==> src/rtl/uart_rx_if.sv <==
`default_nettype none
// ============================================================================
//  Module   : uart_rx_if
//  Purpose  : Parallel result bus of the UART receiver. The receiver drives it
//             through the master modport; the consumer (register file or FIFO)
//             reads it through the slave modport.
//  Signals  : P_DATA      last good received payload
//             data_valid  1-clk strobe, P_DATA updated with a good frame
//             par_err     1-clk strobe, parity mismatch, frame dropped
//             stp_err     1-clk strobe, stop bit sampled low, frame dropped
//  Revision : 1.0  initial release
// ============================================================================
interface uart_rx_if #(
    parameter int DATA_WIDTH = 8
);
    logic [DATA_WIDTH-1:0] P_DATA;
    logic                  data_valid;
    logic                  par_err;
    logic                  stp_err;

    modport master (
        output P_DATA,
        output data_valid,
        output par_err,
        output stp_err
    );

    modport slave (
        input  P_DATA,
        input  data_valid,
        input  par_err,
        input  stp_err
    );
endinterface
`default_nettype wire

==> src/rtl/uart_rx.sv <==
`default_nettype none
// ============================================================================
//  Module   : uart_rx
//  Purpose  : UART receiver. Oversamples RX_IN at P clocks per bit (P = 8, 16
//             or 32, anything else treated as 8) and recovers frames made of
//             start bit, DATA_WIDTH data bits LSB first, optional parity bit
//             and one stop bit. Each frame ends in exactly one 1-clk strobe:
//             data_valid, par_err or stp_err.
//  Ports    : clk       single clock
//             rst_n     asynchronous active-low reset
//             RX_IN     serial line, idle high, asynchronous to clk
//             PAR_EN    1 = frame carries a parity bit
//             PAR_TYP   0 = even parity, 1 = odd parity
//             Prescale  clocks per bit (8/16/32)
//             rx_bus    result bus (P_DATA, data_valid, par_err, stp_err)
//  Revision : 1.0  initial release
// ============================================================================
module uart_rx #(
    parameter int DATA_WIDTH = 8,
    parameter int PRESC_W    = 6
) (
    input  wire logic               clk,
    input  wire logic               rst_n,
    input  wire logic               RX_IN,
    input  wire logic               PAR_EN,
    input  wire logic               PAR_TYP,
    input  wire logic [PRESC_W-1:0] Prescale,
    uart_rx_if.master               rx_bus
);

    // Bit-period counter must hold values up to 31.
    localparam int CNT_W = 6;
    localparam int BIT_W = (DATA_WIDTH > 1) ? $clog2(DATA_WIDTH) : 1;

    localparam logic [CNT_W-1:0] C_P8  = CNT_W'(8);
    localparam logic [CNT_W-1:0] C_P16 = CNT_W'(16);
    localparam logic [CNT_W-1:0] C_P32 = CNT_W'(32);

    typedef enum logic [2:0] {
        S_IDLE   = 3'd0,
        S_START  = 3'd1,
        S_DATA   = 3'd2,
        S_PARITY = 3'd3,
        S_STOP   = 3'd4
    } state_t;

    // ------------------------------------------------------------------
    // State
    // ------------------------------------------------------------------
    state_t                 state_q,      state_d;
    logic                   sync1_q,      sync1_d;
    logic                   rx_s_q,       rx_s_d;
    logic                   rx_prev_q,    rx_prev_d;
    logic [CNT_W-1:0]       edge_cnt_q,   edge_cnt_d;
    logic [BIT_W-1:0]       bit_cnt_q,    bit_cnt_d;
    logic [2:0]             smp_q,        smp_d;
    logic [DATA_WIDTH-1:0]  shift_q,      shift_d;
    logic                   par_en_q,     par_en_d;
    logic                   par_typ_q,    par_typ_d;
    logic [CNT_W-1:0]       presc_q,      presc_d;
    logic                   par_bad_q,    par_bad_d;
    logic [DATA_WIDTH-1:0]  p_data_q,     p_data_d;
    logic                   data_valid_q, data_valid_d;
    logic                   par_err_q,    par_err_d;
    logic                   stp_err_q,    stp_err_d;

    // ------------------------------------------------------------------
    // Derived timing points within one bit period
    // ------------------------------------------------------------------
    logic [CNT_W-1:0] half;
    logic [CNT_W-1:0] last_cnt;
    logic             at_smp0;
    logic             at_smp1;
    logic             at_smp2;
    logic             at_decide;
    logic             at_last;
    logic             majority;
    logic             fall;
    logic [CNT_W-1:0] presc_sel;

    assign half      = presc_q >> 1;
    assign last_cnt  = presc_q - CNT_W'(1);
    assign at_smp0   = (edge_cnt_q == (half - CNT_W'(1)));
    assign at_smp1   = (edge_cnt_q == half);
    assign at_smp2   = (edge_cnt_q == (half + CNT_W'(1)));
    // The third sample is registered at half+1, so all three are stable here.
    assign at_decide = (edge_cnt_q == (half + CNT_W'(2)));
    assign at_last   = (edge_cnt_q == last_cnt);
    assign majority  = (smp_q[0] & smp_q[1]) | (smp_q[0] & smp_q[2]) | (smp_q[1] & smp_q[2]);
    // Edge rather than level, so a held-low line (break) cannot restart frames.
    assign fall      = rx_prev_q & ~rx_s_q;

    always_comb begin
        presc_sel = C_P8;
        if (Prescale == PRESC_W'(16)) begin
            presc_sel = C_P16;
        end else if (Prescale == PRESC_W'(32)) begin
            presc_sel = C_P32;
        end
    end

    // ------------------------------------------------------------------
    // Next-state and output logic
    // ------------------------------------------------------------------
    always_comb begin
        state_d      = state_q;
        sync1_d      = RX_IN;
        rx_s_d       = sync1_q;
        rx_prev_d    = rx_s_q;
        edge_cnt_d   = edge_cnt_q;
        bit_cnt_d    = bit_cnt_q;
        smp_d        = smp_q;
        shift_d      = shift_q;
        par_en_d     = par_en_q;
        par_typ_d    = par_typ_q;
        presc_d      = presc_q;
        par_bad_d    = par_bad_q;
        p_data_d     = p_data_q;
        data_valid_d = 1'b0;
        par_err_d    = 1'b0;
        stp_err_d    = 1'b0;

        // Oversampling and bit-period counting run in every active state.
        if (state_q != S_IDLE) begin
            if (at_smp0) smp_d[0] = rx_s_q;
            if (at_smp1) smp_d[1] = rx_s_q;
            if (at_smp2) smp_d[2] = rx_s_q;
            edge_cnt_d = at_last ? '0 : edge_cnt_q + CNT_W'(1);
        end

        case (state_q)
            S_IDLE: begin
                edge_cnt_d = '0;
                bit_cnt_d  = '0;
                if (fall) begin
                    state_d   = S_START;
                    par_en_d  = PAR_EN;
                    par_typ_d = PAR_TYP;
                    presc_d   = presc_sel;
                    par_bad_d = 1'b0;
                end
            end

            S_START: begin
                if (at_decide && majority) begin
                    // Start bit did not hold low to its centre: noise.
                    state_d    = S_IDLE;
                    edge_cnt_d = '0;
                end else if (at_last) begin
                    state_d   = S_DATA;
                    bit_cnt_d = '0;
                end
            end

            S_DATA: begin
                if (at_decide) begin
                    shift_d = {majority, shift_q[DATA_WIDTH-1:1]};
                end
                if (at_last) begin
                    if (bit_cnt_q == BIT_W'(DATA_WIDTH - 1)) begin
                        bit_cnt_d = '0;
                        state_d   = par_en_q ? S_PARITY : S_STOP;
                    end else begin
                        bit_cnt_d = bit_cnt_q + BIT_W'(1);
                    end
                end
            end

            S_PARITY: begin
                if (at_decide) begin
                    par_bad_d = (majority != ((^shift_q) ^ par_typ_q));
                end
                if (at_last) begin
                    state_d = S_STOP;
                end
            end

            S_STOP: begin
                // Leaving at mid stop bit gives half a bit of skew margin and
                // lets the next start edge follow with no idle gap.
                if (at_decide) begin
                    state_d    = S_IDLE;
                    edge_cnt_d = '0;
                    if (!majority) begin
                        stp_err_d = 1'b1;
                    end else if (par_bad_q) begin
                        par_err_d = 1'b1;
                    end else begin
                        p_data_d     = shift_q;
                        data_valid_d = 1'b1;
                    end
                end
            end

            default: begin
                state_d    = S_IDLE;
                edge_cnt_d = '0;
            end
        endcase
    end

    // ------------------------------------------------------------------
    // Registers
    // ------------------------------------------------------------------
    always_ff @(posedge clk or negedge rst_n) begin
        if (!rst_n) begin
            state_q      <= S_IDLE;
            sync1_q      <= 1'b1;
            rx_s_q       <= 1'b1;
            rx_prev_q    <= 1'b1;
            edge_cnt_q   <= '0;
            bit_cnt_q    <= '0;
            smp_q        <= 3'b111;
            shift_q      <= '0;
            par_en_q     <= 1'b0;
            par_typ_q    <= 1'b0;
            presc_q      <= C_P8;
            par_bad_q    <= 1'b0;
            p_data_q     <= '0;
            data_valid_q <= 1'b0;
            par_err_q    <= 1'b0;
            stp_err_q    <= 1'b0;
        end else begin
            state_q      <= state_d;
            sync1_q      <= sync1_d;
            rx_s_q       <= rx_s_d;
            rx_prev_q    <= rx_prev_d;
            edge_cnt_q   <= edge_cnt_d;
            bit_cnt_q    <= bit_cnt_d;
            smp_q        <= smp_d;
            shift_q      <= shift_d;
            par_en_q     <= par_en_d;
            par_typ_q    <= par_typ_d;
            presc_q      <= presc_d;
            par_bad_q    <= par_bad_d;
            p_data_q     <= p_data_d;
            data_valid_q <= data_valid_d;
            par_err_q    <= par_err_d;
            stp_err_q    <= stp_err_d;
        end
    end

    assign rx_bus.P_DATA     = p_data_q;
    assign rx_bus.data_valid = data_valid_q;
    assign rx_bus.par_err    = par_err_q;
    assign rx_bus.stp_err    = stp_err_q;

endmodule
`default_nettype wire

==> src/flat_wrapper.sv <==
// flat-port wrapper written by rule: the top's interface ports become plain ports
module uart_rx_flat 
#(
    parameter int DATA_WIDTH = 8,
    parameter int PRESC_W    = 6
)
  (clk, rst_n, RX_IN, PAR_EN, PAR_TYP, Prescale, rx_bus_P_DATA, rx_bus_data_valid, rx_bus_par_err, rx_bus_stp_err);
  uart_rx_if #(.DATA_WIDTH(DATA_WIDTH)) rx_bus_i ();
  input  wire logic clk;
  input  wire logic rst_n;
  input  wire logic RX_IN;
  input  wire logic PAR_EN;
  input  wire logic PAR_TYP;
  input  wire logic [PRESC_W-1:0] Prescale;
  output wire logic [$bits(rx_bus_i.P_DATA)-1:0] rx_bus_P_DATA;
  output wire logic [$bits(rx_bus_i.data_valid)-1:0] rx_bus_data_valid;
  output wire logic [$bits(rx_bus_i.par_err)-1:0] rx_bus_par_err;
  output wire logic [$bits(rx_bus_i.stp_err)-1:0] rx_bus_stp_err;
  assign rx_bus_P_DATA = rx_bus_i.P_DATA;
  assign rx_bus_data_valid = rx_bus_i.data_valid;
  assign rx_bus_par_err = rx_bus_i.par_err;
  assign rx_bus_stp_err = rx_bus_i.stp_err;
  uart_rx #(.DATA_WIDTH(DATA_WIDTH), .PRESC_W(PRESC_W)) u_core (.clk(clk), .rst_n(rst_n), .RX_IN(RX_IN), .PAR_EN(PAR_EN), .PAR_TYP(PAR_TYP), .Prescale(Prescale), .rx_bus(rx_bus_i));
endmodule
==> config.mk <==
export PLATFORM = sky130hd
export DESIGN_NAME = uart_rx_flat
export DESIGN_NICKNAME = d
export VERILOG_FILES = /design/src/rtl/uart_rx_if.sv /design/src/rtl/uart_rx.sv /design/src/flat_wrapper.sv
export SDC_FILE = /design/constraint.sdc
export NUM_CORES = 1
export LEC_CHECK = 0
export CORE_ASPECT_RATIO = 0.9
export CORE_MARGIN = 1
export CORE_UTILIZATION = 35
export DETAILED_ROUTE_END_ITERATION = 10
export GPL_ROUTABILITY_DRIVEN = 0
export PLACE_DENSITY = 0.53
export SLEW_MARGIN = 15
export SYNTH_ARGS = -nofsm -noshare
export SYNTH_HDL_FRONTEND = slang
export SYNTH_SLANG_ARGS = --single-unit
==> constraint.sdc <==
create_clock -name clk -period 2.61 [get_ports clk]
set_input_delay 0.261 -clock clk [delete_from_list [all_inputs] [get_ports clk]]
set_output_delay 0.261 -clock clk [all_outputs]
set_load 0.02 [all_outputs]
* After elaboration in Yosys (flattened, before gate mapping)
Index checks and enable logic that the tools add are counted.
Storage, ports and cells: input port bits 11, logic and storage cells 106, bits in registers 46, output and inout bits 11
Operators by class: reduce and logical (&&, ||, !) cells 16, $add $sub $neg 6, multiplexer cells 35, equal/unequal tests 22, bitwise gates (word level) 9
Operators with widths (number):
- $mux W3 | 12
- $mux W6 | 6
- $eq A6 B6 Y1 | 4
- $pmux W6 S3 | 1
- $pmux W3 S5 | 1
- $ne A2 B1 Y1 const B | 7
- $mux W1 | 13
- $reduce_and A2 Y1 | 5
- $pmux W3 S3 | 1
- $reduce_and A4 Y1 | 2
- $reduce_xor A8 Y1 | 1
- $add A5 B1 Y6 const B | 1
- $add A5 B2 Y6 const B | 1
- $add A6 B1 Y6 const B | 1
- $eq A3 B2 Y1 const B | 2
- $eq A3 B3 Y1 const B | 2
- $eq A6 B5 Y1 | 1
- $eq A6 B5 Y1 const B | 1
- $eq A6 B6 Y1 const B | 1
- $reduce_and A6 Y1 | 1
- $reduce_bool A3 Y1 | 2
- $sub A5 B1 Y6 const B | 1
- $sub A6 B1 Y6 const B | 1
- $and A1 B1 Y1 | 4
- 14 further kinds | 16

* Logic depth before layout (Yosys ltp)
Gate-level depths: netlist of the first run.
depth after elaboration 6, depth in mapped cells 7, depth with buffers taken out 6

* Least setup slack after synthesis of the first run
Ideal clock, no wire load.
path type reg-to-reg, from reg u_core.edge_cnt_q[3], to reg u_core.p_data_q[0], in the netlist u_core.rx_bus.P_DATA[0], stages on the path, launching flop included 7, arrival time 2158 ps, slack 327 ps, setup time 125 ps, data required time 2485 ps, cells stage by stage dfrtp_1 > buf_6 > xor2_1 > or4_1 > buf_6 > nor4_4 > mux2_2
On the way: word-level cells in the longest chain between the ends 2
Ends and longest elaborated chain:
- start, declared | line uart_rx.sv:54 | logic [CNT_W-1:0] edge_cnt_q, edge_cnt_d;
- start signal, assigned | line uart_rx.sv:228 | edge_cnt_q <= edge_cnt_d;
- $eq A6 B6 Y1 | line uart_rx.sv:87 | assign at_decide = (edge_cnt_q == (half + CNT_W'(2)));
- $reduce_and A4 Y1 (no line)
- end signal, assigned | line uart_rx.sv:236 | p_data_q <= p_data_d;
- end, declared | line uart_rx.sv:62 | logic [DATA_WIDTH-1:0] p_data_q, p_data_d;
Every way passes these cells. A chain may end at the register's enable or synchronous reset.

* Worst setup path in the final report of the first run
from reg u_core.edge_cnt_q[3], to reg u_core.p_data_q[5], in the netlist u_core.rx_bus.P_DATA[5]
Same word-level chain as after synthesis.

==> reports/summary.txt, run 1 <==
outcome: complete, no violations
Cell Area, Placed: 0.00246 mm2
critical path peak fanout: 9
Final Instance Area: 0.00258 mm2
Compound-Gate Fraction of Synth Area: 9.41%
clk sink count: 43
Die Span Y: 77.1 um
Root Driver: clkbuf_8
worst rel slew slack: 37.5%
# Post-CTS Setup Buffers: 0
Synth area leaders: dfrtp_1 (41%), mux2_2 (11%), dfstp_2 (8.4%)
total of flip-flops plus latches after synthesis: 43
hpwl dp: 3130 um
Unique masters post-synth: 42
asr flop ratio synth: 100%
Detail Route met2 WL: 2010 um
post-synthesis xor/xnor area fraction: 10.4%
post-cts resize count: 0
Initial Utilization: 37.5%
largest family of logic cells by synthesized area: multiplexers
Die Width: 85.5 um
slowest CP cell: or4_1
post-synthesis mux area share: 11.2%
Die ar.: 0.00659 mm2
worst-path cell chain: xor2_1 -> or4_1 -> nor4_4 -> buf_4 -> mux2_2
vias in the first global route: 1491
Core ar.: 0.00586 mm2
endpoints failing hold: 0
clock buffer depth: 2
MaxCap Viol Count: 0
Static Leak: 1.15 nW
Routed met3 length: 194 um
DR vias/cell: 5.28
Clock transition at path regs: 80 ps
Hold Crit Class: input pin to async pin
post-route ant nets: 0
Iter 0 DRT Violations: 104
syn avg cell area: 11.8 um2
Vias: 1473
wire length on met1: 1990 um
IO Count: 22
synth-to-layout area growth: 17.6%
Synth Warn #: 0
crit path DAT: 2440 ps
Final Max Tran Viols: 0
first-pass GRT wire length: 7290 um
CP endpoint kind: register
initial antenna violation count: 0
synthesized cell area: 0.00219 mm2
H-tree depth: 2
Skew-Pair Late Insertion Delay: 300 ps
critical path's largest stage delay: 600 ps
Setup TNS Final: 0 ps
final setup vio count: 0
critical path type: register to register
Cells after Synth: 186
layout net count: 226
DR WL/cell: 15.2 um
post-synthesis sequential area ratio: 49.4%
Startpoint Class: register
Overflow after GRT: 0
Worst Tran Pin Value: 937 ps
adder-cell share of the synthesized area: 4.45%
largest net degree at the start of global routing: 44
site row count: 26
Top Layer Used: met4
hold_buf cts: 0
RSZ-0062 raised after global routing: no
PD cells: 863 mW/mm2
Fmax: 443 MHz
simple-gate share of the synthesized area: 10.4%
Synth top area share: 41.0%
Tmin final: 2260 ps
Clock Skew: 10.6 ps
fillers: 546
aggregate routed wire length: 4230 um
Post-synth EDFFs: 0
post-synth top area cell: dfrtp_1
Synth Net Count: 204
ys flop type: dfrtp_1
diodes inserted: 0
IO buf count: 21
Worst VDD drop: 0.515 mV
share of layout cells above drive strength 1: 20.6%
Req. time, crit path: 2800 ps
drt drc: 0
Initial DRT Pass Iterations: 4
crit share post-route: 86.4%
CTS Buf Count: 5
GRT Total Usage: 14.4%
CTS tree: built
## layout make-up
| type | count | area, um2 | share of cell area, % |
|---|---|---|---|
| Timing Repair Buffer | 25 | 235 | 9.11 |
| Multi-Input combinational cell | 121 | 1010 | 39.0 |
| Clock inverter | 2 | 38.8 | 1.50 |
| Sequential cell | 43 | 1080 | 42.0 |
| Inverter | 12 | 45.0 | 1.75 |
| Clock buffer | 6 | 82.6 | 3.20 |
| Tap cell | 70 | 87.6 | 3.39 |
## worst paths after layout
check | end | slack, ps | cells past startpoint | startpoint
worst max-delay path | u_core.rx_bus.P_DATA[5] | 350 | 5 | u_core.edge_cnt_q[3]
worst min-delay path | u_core.edge_cnt_q[4] | 100 | 1 | rst_n
worst max register to register | u_core.rx_bus.P_DATA[5] | 350 | 5 | u_core.edge_cnt_q[3]
worst min register to register | u_core.rx_prev_d | 360 | 0 | u_core.rx_s_d
max in group asynchronous | u_core.rx_bus.P_DATA[6] | 1920 | 1 | rst_n
min in group clk | u_core.rx_prev_d | 360 | 0 | u_core.rx_s_d
## worst max-delay path: cells and delay by family (launching register included)
kind	cells	cell delay [ps]
buf+inv	1	220
mux	1	350
xor+xnor	1	210
simple gates	2	870
flops	1	480
## registers in the layout (all words and copies together) (netlist names)
register,count
u_core.rx_bus.P_DATA,8
u_core.shift_q,8
u_core.edge_cnt_q,6
u_core.bit_cnt_q,3
u_core.presc_q,3
u_core.smp_q,3
u_core.state_q,3
u_core.par_bad_q,1
u_core.par_en_q,1
u_core.par_typ_q,1
u_core.rx_bus.data_valid,1
u_core.rx_bus.par_err,1
u_core.rx_bus.stp_err,1
u_core.rx_prev_d,1
u_core.rx_prev_q,1
u_core.rx_s_d,1
## cell usage after synthesis, types with 2 or more instances
master / number
a211oi_1: 7
a21oi_1: 5
buf_6: 2
clkbuf_1: 6
dfrtp_1: 36
dfstp_2: 7
ha_1: 7
inv_1: 12
mux2_2: 21
nand2_1: 7
nand2b_1: 2
nand3_1: 5
nand4_1: 3
nor2_1: 5
nor3_1: 4
nor4_1: 3
o21ai_0: 3
o22ai_1: 2
o311ai_0: 3
o31ai_1: 2
o41ai_1: 2
or4_1: 2
xnor2_1: 9
xnor3_1: 2
xor2_1: 12
## where the power goes
| group | internal, mW | total (mW) | switching (mW) | leakage [nW] |
|---|---|---|---|---|
| Combinational | 0.324 | 0.711 | 0.387 | 0.531 |
| Clock | 0.315 | 0.544 | 0.230 | 0.0618 |
| Sequential | 0.807 | 0.971 | 0.164 | 0.558 |
| Total | 1.45 | 2.23 | 0.781 | 1.15 |
## layer usage
layer	vias up	track usage, %
met1	724	18.9
li1	707	-
met5	-	0
met4	0	5.67
met2	37	22.5
met3	5	3.88
## kinds of logic (layout without fill, tap and decap cells)
kind of cell | count (synthesis) | in the layout
buffers and inverters | 22 | 45
adder cells (fa/ha/maj) | 8 | 8
XOR/XNOR | 23 | 23
AO/OA/AOI/OAI | 29 | 29
AND/OR/NAND/NOR | 39 | 39
multiplexers | 22 | 22
flip-flops | 43 | 43
## through the flow
stage	setup WS, ps	hold WS, ps	util [%]	cells	total power [mW]
after floorplan	327	-34.6	-	186	1.53
after global placement	406	347	42.0	271	1.66
after detailed placement	368	350	42.0	271	1.69
after CTS	360	144	44.1	279	2.24
after global routing	284	173	44.1	279	2.38
final	354	98.6	44.1	279	2.23
## cell usage in the layout (no fill, tap or decap), drive strengths merged, types with 6 or more instances in the layout
master | Yosys | layout
mux2 | 21 | 21
clkdlybuf4s50 | 0 | 20
a211oi | 7 | 7
dfrtp | 36 | 36
xor2 | 12 | 12
xnor2 | 9 | 9
ha | 7 | 7
inv | 12 | 13
nand2 | 7 | 7
dfstp | 7 | 7
clkbuf | 6 | 6
Power figures use the tool's default switching activity.
==> run 2: changes to the inputs <==
HOLD_SLACK_MARGIN = 0.02   (was default)
clock period = 2.7 ns   (was 2.61 ns; I/O delays follow)
==> run 2 against run 1 <==
Design area is 1.5% lower. Sequential power is 3.5% lower. Register-to-register slack worse by 60 ps. Highest routed layer unchanged. Non-clock buffer count is 2 lower. Combinational power is 4.4% lower. Largest cell class unchanged. Global-route usage is 0.15 points lower. Clock skew is 2.3 ps lower.
==> reports/summary.txt, run 2 (same netlist as run 1, synthesis figures left out) <==
most frequent cells in the layout: dfrtp_1 (36), mux2_2 (21), clkdlybuf4s50_1 (20)
hpwl dp: 3060 um
CTS tree: built
Startpoint Class: register
Skew-Pair Late Insertion Delay: 290 ps
Die Span Y: 77.1 um
Cell Area, Placed: 0.00244 mm2
share of layout cells above drive strength 1: 19.8%
MaxCap Viol Count: 0
critical path's largest stage delay: 730 ps
Die Width: 85.5 um
H-tree depth: 2
final worst setup slack: 291 ps
share of power burned in registers: 45.7%
crit path DAT: 2590 ps
worst hold slack: 110 ps
CP bufs+invs: 1
Clock Skew: 8.27 ps
Initial Utilization: 37.5%
Final Instance Area: 0.00254 mm2
hold_buf cts: 0
post-route ant nets: 0
IO Count: 22
RSZ-0062 raised after global routing: no
largest net degree at the start of global routing: 44
worst-path cell chain: xor2_1 -> or4_1 -> nor4_4 -> buf_4 -> mux2_2
Worst VDD drop: 0.360 mV
switching pwr: 0.753 mW
CP endpoint kind: register
first-pass GRT wire length: 7310 um
Clock power frac: 21.2%
GRT Total Usage: 14.2%
crit share post-route: 89.2%
Core ar.: 0.00586 mm2
Vias: 1433
Clock transition at path regs: 80 ps
Tmin final: 2410 ps
Overflow after GRT: 0
r2r setup slk: 290 ps
CP top delay family: simple AND/OR/NAND/NOR gates
Crit Reg-Reg Startpoint: u_core.edge_cnt_q[3]
post-cts resize count: 0
commonest non-fill, non-tap cell in the layout: dfrtp_1
PD cells: 806 mW/mm2
site row count: 26
Worst Tran Pin Value: 949 ps
vias in the first global route: 1437
Core Util, Final: 43.4%
# Post-CTS Setup Buffers: 0
worst rel slew slack: 36.7%
layout net count: 224
critical path type: register to register
Req. time, crit path: 2880 ps
Static Leak: 1.13 nW
Gate power share: 33.1%
clock buffer depth: 2
CTS Buf Count: 5
Die ar.: 0.00659 mm2
Hold Crit Class: input pin to async pin
final setup vio count: 0
Root Driver: clkbuf_8
DR vias/cell: 5.17
diodes inserted: 0
IO buf count: 21
initial antenna violation count: 0
outcome: complete, no violations
critical path peak fanout: 9
clk sink count: 43
aggregate routed wire length: 4220 um
DR WL/cell: 15.2 um
Iter 0 DRT Violations: 97
drt drc: 0
RR Endpoint: u_core.rx_bus.P_DATA[1]
pre-CTS WS: 304 ps
Fmax: 415 MHz
Setup TNS Final: 0 ps
Initial DRT Pass Iterations: 4
synth-to-layout area growth: 15.9%
endpoints failing hold: 0
fillers: 555
Sw Share: 36.7%
Final Max Tran Viols: 0
cell count of the worst reg-to-reg path: 5
Internal: 1.30 mW
slowest CP cell: or4_1
-- run 2: cell count changes in the layout (fill, tap and decap cells not counted), sizes merged --
cell / before / now
clkinvlp: 0 / 1
buf: 5 / 3
bufinv: 1 / 0
inv: 13 / 12
clkinv: 0 / 1
-- run 2: power by group through the flow --
stage,clock network [mW],logic (mW),registers [mW]
floorplan,0,0.615,0.863
global placement,0,0.659,0.941
detailed placement,0,0.681,0.948
CTS,0.455,0.684,0.937
global route,0.476,0.761,0.961
finish,0.434,0.680,0.937
-- run 2: cell type report --
cell class                      instances  area, um2  area share [%]
Sequential cell                        43       1080            42.6
Multi-Input combinational cell        121       1010            39.6
Timing Repair Buffer                   23        220            8.66
Tap cell                               70       87.6            3.44
Clock buffer                            6       82.6            3.25
Inverter                               12       45.0            1.77
Clock inverter                          2       16.3           0.639
-- run 2: metrics by stage --
stage | power (mW) | std cells
floorplan | 1.48 | 186
global placement | 1.60 | 269
detailed placement | 1.63 | 269
CTS | 2.08 | 277
global route | 2.20 | 277
finish | 2.05 | 277
-- run 2: layer usage --
layer  vias up  global-route usage [%]  wire, um
li1        705                       -         -
met5         -                       0         0
met4         0                    4.17        49
met1       695                    19.8      2090
met2        27                    21.8      1930
met3         6                    3.55       152
-- run 2: how the worst max path moves through the flow --
stage	startpoint	end	depth (start not counted)
final	u_core.edge_cnt_q[3]	u_core.rx_bus.P_DATA[1]	5
after global routing	u_core.edge_cnt_q[0]	u_core.rx_bus.P_DATA[7]	7
after CTS	u_core.edge_cnt_q[3]	u_core.rx_bus.P_DATA[1]	5
after detailed placement	u_core.edge_cnt_q[3]	u_core.rx_bus.P_DATA[5]	5
after global placement	u_core.edge_cnt_q[3]	u_core.rx_bus.P_DATA[3]	5
after floorplan	u_core.edge_cnt_q[3]	u_core.rx_bus.P_DATA[0]	6
==> run 3: changes to the inputs <==
CORE_UTILIZATION = 30   (was 35)
GPL_TIMING_DRIVEN = 1   (was default)
PLACE_DENSITY = 0.47   (was 0.53)
==> run 3 against run 2 <==
Combinational power grew 0.7%. Design area increased by 2.3%. Critical endpoint is now u_core.rx_bus.P_DATA[5]. Maximum frequency is 0.92% higher. Sequential cell count unchanged. Setup slack better by 22 ps. Highest routed layer unchanged. Register-to-register slack improved by 20 ps. Non-clock buffer count rose by 1.
==> reports/summary.txt, run 3 (same netlist as run 1, synthesis figures left out) <==
outcome: complete, no violations
Worst VDD drop: 0.381 mV
RSZ-0062 raised after global routing: no
site row count: 29
pre-CTS WS: 341 ps
hold_buf cts: 0
DR vias/cell: 4.83
initial antenna violation count: 0
diodes inserted: 0
Overflow after GRT: 0
Internal: 1.39 mW
share of power burned in registers: 43.3%
Hold Crit Class: input pin to async pin
Clock power frac: 24.8%
MaxCap Viol Count: 0
most frequent cells in the layout: dfrtp_1 (36), mux2_2 (21), clkdlybuf4s50_1 (20)
switching pwr: 0.756 mW
Startpoint Class: register
CTS tree: built
Fmax: 419 MHz
wire length on met1: 2180 um
GRT Total Usage: 12.6%
PD cells: 826 mW/mm2
aggregate routed wire length: 4240 um
Die ar.: 0.00766 mm2
r2r setup slk: 310 ps
Crit Reg-Reg Startpoint: u_core.edge_cnt_q[3]
crit path DAT: 2570 ps
cell count of the worst reg-to-reg path: 5
# Post-CTS Setup Buffers: 0
largest net degree at the start of global routing: 44
Routed met3 length: 216 um
Skew-Pair Late Insertion Delay: 300 ps
first-pass GRT wire length: 7470 um
Static Leak: 1.15 nW
Req. time, crit path: 2880 ps
Clock Skew: 10.2 ps
Clock transition at path regs: 90 ps
DR WL/cell: 14.1 um
post-cts resize count: 0
H-tree depth: 2
hpwl dp: 3000 um
Die Span Y: 83.1 um
Vias: 1454
IO Count: 22
post-route ant nets: 0
Gate power share: 31.9%
CP endpoint kind: register
Initial Utilization: 31.0%
vias in the first global route: 1457
synth-to-layout area growth: 18.6%
total power: 2.15 mW
critical path type: register to register
Worst Tran Pin Value: 986 ps
Core ar.: 0.00708 mm2
CTS Buf Count: 5
Root Driver: clkbuf_8
final setup vio count: 0
commonest non-fill, non-tap cell in the layout: dfrtp_1
Final Max Tran Viols: 0
RR Endpoint: u_core.rx_bus.P_DATA[5]
layout net count: 225
crit share post-route: 88.4%
Tmin final: 2390 ps
Top Layer Used: met4
Setup TNS Final: 0 ps
Sw Share: 35.2%
Core Util, Final: 36.8%
Detail Route met2 WL: 1780 um
Die Width: 92.2 um
clock buffer depth: 2
Iter 0 DRT Violations: 78
IO buf count: 21
worst rel slew slack: 34.3%
drt drc: 0
share of layout cells above drive strength 1: 20.2%
critical path peak fanout: 9
clk sink count: 43
final worst setup slack: 313 ps
endpoints failing hold: 0
Initial DRT Pass Iterations: 4
## run 3: changes by cell type in the layout (fill, tap and decap cells not counted)
cell	delta
buf_4	+1
clkinv_4	-1
inv_6	+1
clkinvlp_4	-1
bufinv_16	+1
## run 3: worst max-delay path by stage
stage / startpoint / end / slack, ps / cells after the start
after CTS: u_core.edge_cnt_q[3] / u_core.rx_bus.P_DATA[5] / 320 / 5
final: u_core.edge_cnt_q[3] / u_core.rx_bus.P_DATA[5] / 310 / 5
after floorplan: u_core.edge_cnt_q[3] / u_core.rx_bus.P_DATA[0] / 420 / 6
after detailed placement: u_core.edge_cnt_q[3] / u_core.rx_bus.P_DATA[5] / 340 / 5
after global routing: u_core.edge_cnt_q[0] / u_core.rx_bus.P_DATA[6] / 200 / 7
after global placement: u_core.edge_cnt_q[3] / u_core.rx_bus.P_DATA[3] / 380 / 5
## run 3: routing by layer
metal  vias to the layer above  track usage [%]
li1                        702                -
met1                       709             19.2
met2                        38             16.8
met3                         5             3.21
met4                         0             4.69
met5                         -                0
## run 3: layout make-up
| class | count | area (um2) |
|---|---|---|
| Timing Repair Buffer | 24 | 228 |
| Clock buffer | 6 | 82.6 |
| Tap cell | 93 | 116 |
| Inverter | 12 | 45.0 |
| Clock inverter | 2 | 38.8 |
| Multi-Input combinational cell | 121 | 1010 |
| Fill cell | 700 | 4470 |
| Sequential cell | 43 | 1080 |
## run 3: through the flow
step | instances | hold slack [ps] | cell area, um2
detailed placement | 293 | 348 | 2480
global route | 301 | 209 | 2600
finish | 301 | 138 | 2600
global placement | 293 | 345 | 2480
floorplan | 186 | -25.6 | 2190
CTS | 301 | 163 | 2600
## run 3: critical path: stages, from the launching register on
cell and delay, ps:
dfrtp_1 480, xor2_1 210, or4_1 720, nor4_4 300, buf_4 210, mux2_2 340
## run 3: power groups by stage
stage / combinational (mW) / clock [mW] / sequential, mW
floorplan: 0.615 / 0 / 0.863
global placement: 0.700 / 0 / 0.944
detailed placement: 0.686 / 0 / 0.944
CTS: 0.692 / 0.562 / 0.931
global route: 0.780 / 0.587 / 0.957
finish: 0.685 / 0.533 / 0.932
==> variant 1, RTL diff (config.mk and constraints of run 1) <==
The 5 states of `state_t` get a one-hot encoding in 5 bits.
--- a/src/rtl/uart_rx.sv
+++ b/src/rtl/uart_rx.sv
@@ -36,12 +36,12 @@
     localparam logic [CNT_W-1:0] C_P16 = CNT_W'(16);
     localparam logic [CNT_W-1:0] C_P32 = CNT_W'(32);
 
-    typedef enum logic [2:0] {
-        S_IDLE   = 3'd0,
-        S_START  = 3'd1,
-        S_DATA   = 3'd2,
-        S_PARITY = 3'd3,
-        S_STOP   = 3'd4
+    typedef enum logic [4:0] {
+        S_IDLE   = 5'b00001,
+        S_START  = 5'b00010,
+        S_DATA   = 5'b00100,
+        S_PARITY = 5'b01000,
+        S_STOP   = 5'b10000
     } state_t;
 
     // ------------------------------------------------------------------
Function: no difference found for any inputs over 10 cycles, from zero or initial values and one cycle with rst_n low; not proved beyond that.
==> variant 1 against run 1 <==
Fmax is 8.6% higher. Utilization down 0.36 points. Cell area increased by 5.9%. Final cell count rose by 16%. Hold slack better by 29 ps. Area after synthesis increased by 5.1%. Wire length up 1.6%. Sequential cell count up 2. Setup slack gained 180 ps. Via count grew 5.4%. Clock skew is 5.9 ps lower. Critical path type unchanged.
Power is not compared: it rests on default switching activity, and its combinational part moved more than twofold at a synthesized area within 25%.
==> variant 1: results (changes against run 1) <==
| Metric | Value |
|---|---|
| Final net count | `253 (+12%)` |
| GRT Overall Usage | `0.141 (-0.00219)` |
| Outcome | `finished, final reports clean` |
| Clk tree area frac | `0.0440 (-0.00306)` |
| Clock Sinks | `45 (+4.7%)` |
| Vias per cell | `4.81 (-8.9%)` |
| Metal2 WL | `1980 um (-1.6%)` |
| Inverter count | `8 (-4)` |
| Wire per inst | `13.3 um (-12%)` |
| Fillers | `610 (+12%)` |
| Flip-flop and latch area | `1140 um^2 (+4.7%)` |
| Post-synth top cells | `37 x dfrtp_1, 21 x mux2_2, 20 x nand2_1` |
| Synth top area cells | `dfrtp_1 40%, mux2_2 10%, dfstp_2 9.1%, xor2_1 4.6%, xnor2_1 4.2%` |
| Cell total after placement | `315 (+16%)` |
| Clock Skew | `4.71 ps (-5.88 ps)` |
| Crit-path max FO | `6 (-3)` |
| Synth unique cells | `39 (-7.1%)` |
| Fraction of area in multi-input gates | `0.409 (+0.0187)` |
| Share of layout cells above drive strength 1 | `0.199 (-0.00659)` |
| WL final | `4300 um (+1.6%)` |
| Signal buffers | `23 (-8.0%)` |
| Multi-input gate count | `152 (+26%)` |
| Met3 WL | `162 um (-16%)` |
| Pre-CTS setup slack | `542 ps (+174 ps)` |
| Detail Placement HPWL | `3160 um (+0.87%)` |
| Mapped Cells | `210 (+13%)` |
| Largest net degree at the start of global routing | `46 (+4.5%)` |
| Die Span X | `87.6 um (+2.4%)` |
==> variant 1: cell count changes in the layout (fill, tap and decap cells not counted), moves of 3 or more <==
cell,run 1,this run
a211oi_1,7,0
inv_1,12,8
nand2_1,7,20
nor2_1,5,12
nor3_1,4,9
o21ai_0,3,11
o311ai_0,3,0
==> variant 1: cells by family (layout without fill, tap and decap cells) <==
logic type	count (synthesis)	in the layout	share of synthesized area
adder cells (fa/ha/maj)	8	8	0.0423
buffers and inverters	13	39	0.0228
multiplexers	21	21	0.103
XOR/XNOR	24	24	0.0971
flip-flops	45	45	0.493
AND/OR/NAND/NOR	73	73	0.173
AO/OA/AOI/OAI	26	26	0.0700
==> variant 1: metal layers <==
layer | global-route usage | up-vias
met3 | 0.0281 | 4
met2 | 0.216 | 33
met4 | 0.0541 | 0
met1 | 0.198 | 733
li1 | - | 783
met5 | 0 | -
==> variant 1: worst max path at each step <==
stage                                               from                             endpoint  slack [ps]
after floorplan           u_core.edge_cnt_q[3]$_DFF_PN0_  u_core.rx_bus.P_DATA[0]$_DFFE_PN0P_         600
after global placement     u_core.presc_q[3]$_DFFE_PN1P_  u_core.rx_bus.P_DATA[2]$_DFFE_PN0P_         570
after detailed placement   u_core.presc_q[3]$_DFFE_PN1P_        u_core.shift_q[0]$_DFFE_PN0P_         540
after CTS                  u_core.presc_q[3]$_DFFE_PN1P_        u_core.shift_q[0]$_DFFE_PN0P_         530
after global routing       u_core.presc_q[3]$_DFFE_PN1P_       u_core.edge_cnt_q[3]$_DFF_PN0_         380
final                      u_core.presc_q[3]$_DFFE_PN1P_       u_core.edge_cnt_q[0]$_DFF_PN0_         530
==> variant 1: critical path, stage by stage (launching register included) <==
cell	delay, ps
dfstp_2	590
inv_1	80
ha_1	220
xnor3_1	400
nand4_1	270
o32ai_2	280
nor2_1	110
==> variant 2, RTL diff (config.mk and constraints of run 1) <==
Made on the original files. `PRESC_W` is set to 6 in 2 places; all go to 12.
--- a/src/rtl/uart_rx.sv
+++ b/src/rtl/uart_rx.sv
@@ -17,7 +17,7 @@
 // ============================================================================
 module uart_rx #(
     parameter int DATA_WIDTH = 8,
-    parameter int PRESC_W    = 6
+    parameter int PRESC_W    = 12
 ) (
     input  wire logic               clk,
     input  wire logic               rst_n,
--- a/src/flat_wrapper.sv
+++ b/src/flat_wrapper.sv
@@ -2,7 +2,7 @@
 module uart_rx_flat 
 #(
     parameter int DATA_WIDTH = 8,
-    parameter int PRESC_W    = 6
+    parameter int PRESC_W    = 12
 )
   (clk, rst_n, RX_IN, PAR_EN, PAR_TYP, Prescale, rx_bus_P_DATA, rx_bus_data_valid, rx_bus_par_err, rx_bus_stp_err);
   uart_rx_if #(.DATA_WIDTH(DATA_WIDTH)) rx_bus_i ();
Interface: changed (resized Prescale); port bits go from 22 to 28. The function was not compared with the original's and may differ.
==> variant 2 against run 1 <==
Area after synthesis down 0.11%. Sequential cell count unchanged. Fmax down 9.1%. Power decreased by 4.1%. Wire length shrank 0.69%. Setup slack worse by 230 ps. Cell area increased by 1.8%. Non-clock buffer count is 6 higher. Largest power group unchanged. Highest routed layer unchanged.
==> variant 2: results (changes against run 1) <==
| Metric | Value |
|---|---|
| Outcome | `finished, final reports clean` |
| Port Buf Inserts | `27 (+29%)` |
| Root buffer cell | `clkbuf_8` |
| Crit-path max FO | `5 (-4)` |
| Leakage | `1.20 nW (+4.7%)` |
| Clock Skew | `9.40 ps (-1.19 ps)` |
| GRT Overall Usage | `0.144 (+0.000781)` |
| Initial antenna violation count | `0 (unchanged)` |
| Metal-1 WL | `1940 um (-2.8%)` |
| Largest net degree at the start of global routing | `44 (unchanged)` |
| N_diodes | `0 (unchanged)` |
| Highest Signal Layer | `met4` |
| Critical Path Start | `u_core.presc_q[3]$_DFFE_PN1P_` |
| Slowest-stage cell, CP | `or4_1` |
| Synth unique cells | `40 (-4.8%)` |
| Final net count | `243 (+7.5%)` |
| Measured slew at the worst slew-check pin | `935 ps (-1.73 ps)` |
| Crit path DAT | `2670 ps (+230 ps)` |
| R2R Path End | `u_core.bit_cnt_q[0]$_DFFE_PN0P_` |
| Most common flop cell mapped by yosys | `dfrtp_1` |
| Post-Syn Nets | `213 (+4.4%)` |
| Seq/Total Area, Yosys | `0.495 (+0.000564)` |
| Detail Placement HPWL | `3080 um (-1.7%)` |
| Metal2 WL | `2010 um (about the same)` |
| Flop2flop setup slack | `130 ps (-230 ps)` |
| CP max stage delay | `~600 ps` |
| Wire per inst | `14.5 um (-4.5%)` |
| Share of layout cells above drive strength 1 | `0.200 (-0.00574)` |
| Final period utilization | `0.951 (+0.0865)` |
| Met3 WL | `218 um (+12%)` |
| Post-synth top cells | `36 x dfrtp_1, 15 x nand2_1, 14 x nor2_1` |
| Global-route wire length before repair | `7360 um (+0.85%)` |
| FF-to-FF path depth | `7 (+2)` |
| Max VDD drop | `0.000293 V (-43%)` |
| Iter 0 DRT Violations | `37 (-64%)` |
| Synth top area cells | `dfrtp_1 41%, dfstp_2 8.4%, mux2_2 6.7%, mux2_4 5.5%, xnor2_1 5.2%` |
| Fillers | `553 (+1.3%)` |
| Setup Fix Bufs, Post-CTS | `0 (unchanged)` |
| DR vias | `1483 (+0.68%)` |
[variant 2: cell type report]
class,instances,share of cell area
multi-input cells,130,0.392
clock buffers,6,0.0314
well taps,70,0.0333
repair buffers,31,0.112
clock inverters,2,0.00619
inverters,8,0.0114
flip-flops and latches,43,0.413
[variant 2: logic make-up after synthesis]
| group | Yosys count | synth area share |
|---|---|---|
| and+or+nand+nor | 61 | 0.150 |
| DFF | 43 | 0.495 |
| xor gates and xnor gates | 23 | 0.0987 |
| muxes | 22 | 0.126 |
| AOI/OAI and AO/OA | 16 | 0.0508 |
| buffers and inverters | 16 | 0.0354 |
| adders and majority gates | 8 | 0.0445 |
[variant 2: power breakdown]
group	leakage [nW]	switching, W	internal (W)
logic	0.597	0.000378	0.000351
registers	0.560	0.000148	0.000804
clock network	0.0474	0.000238	0.000216
[variant 2: what timing repair did]
item	4_1_cts	5_1_grt
endpoints found under the setup margin	0	5
gates resized for setup	0	1
hold endpoints to repair	0	0
[variant 2: worst register-to-register path, cell delays in order, from the launching register on]
cell      delay [ps]
dfstp_2          590
inv_1             60
ha_1             330
xnor2_1          130
or4_1            610
a2111o_1         480
nand4b_1         120
o31ai_1           70
[variant 2: worst min path at each step]
stage | start | end | slack [ps] | cells after the start
3_5_place_dp | u_core.rx_s_d$_DFF_PN1_ | u_core.rx_prev_d$_DFF_PN1_ | 350 | 0
3_3_place_gp | u_core.rx_s_d$_DFF_PN1_ | u_core.rx_prev_d$_DFF_PN1_ | 350 | 0
4_1_cts | rst_n | u_core.rx_bus.P_DATA[6]$_DFFE_PN0P_ | 140 | 1
5_1_grt | rst_n | u_core.rx_bus.P_DATA[6]$_DFFE_PN0P_ | 180 | 1
2_1_floorplan | rst_n | u_core.bit_cnt_q[0]$_DFFE_PN0P_ | -30 | 0
6_report | rst_n | u_core.rx_bus.P_DATA[6]$_DFFE_PN0P_ | 90 | 1
[variant 2: layer usage]
metal | track usage | up-vias
met5 | 0 | -
met4 | 0.0567 | 0
met3 | 0.0366 | 4
met2 | 0.229 | 40
met1 | 0.188 | 729
li1 | - | 710
[variant 2: through the flow]
stage	hold WS (ps)	total power [W]	instance area, um^2	std cells	util
floorplan	-34.6	0.00150	2190	189	-
global placement	346	0.00166	2530	282	0.432
detailed placement	348	0.00170	2530	282	0.432
CTS	139	0.00216	2630	290	0.449
global route	178	0.00230	2630	290	0.449
finish	94.7	0.00214	2630	290	0.449
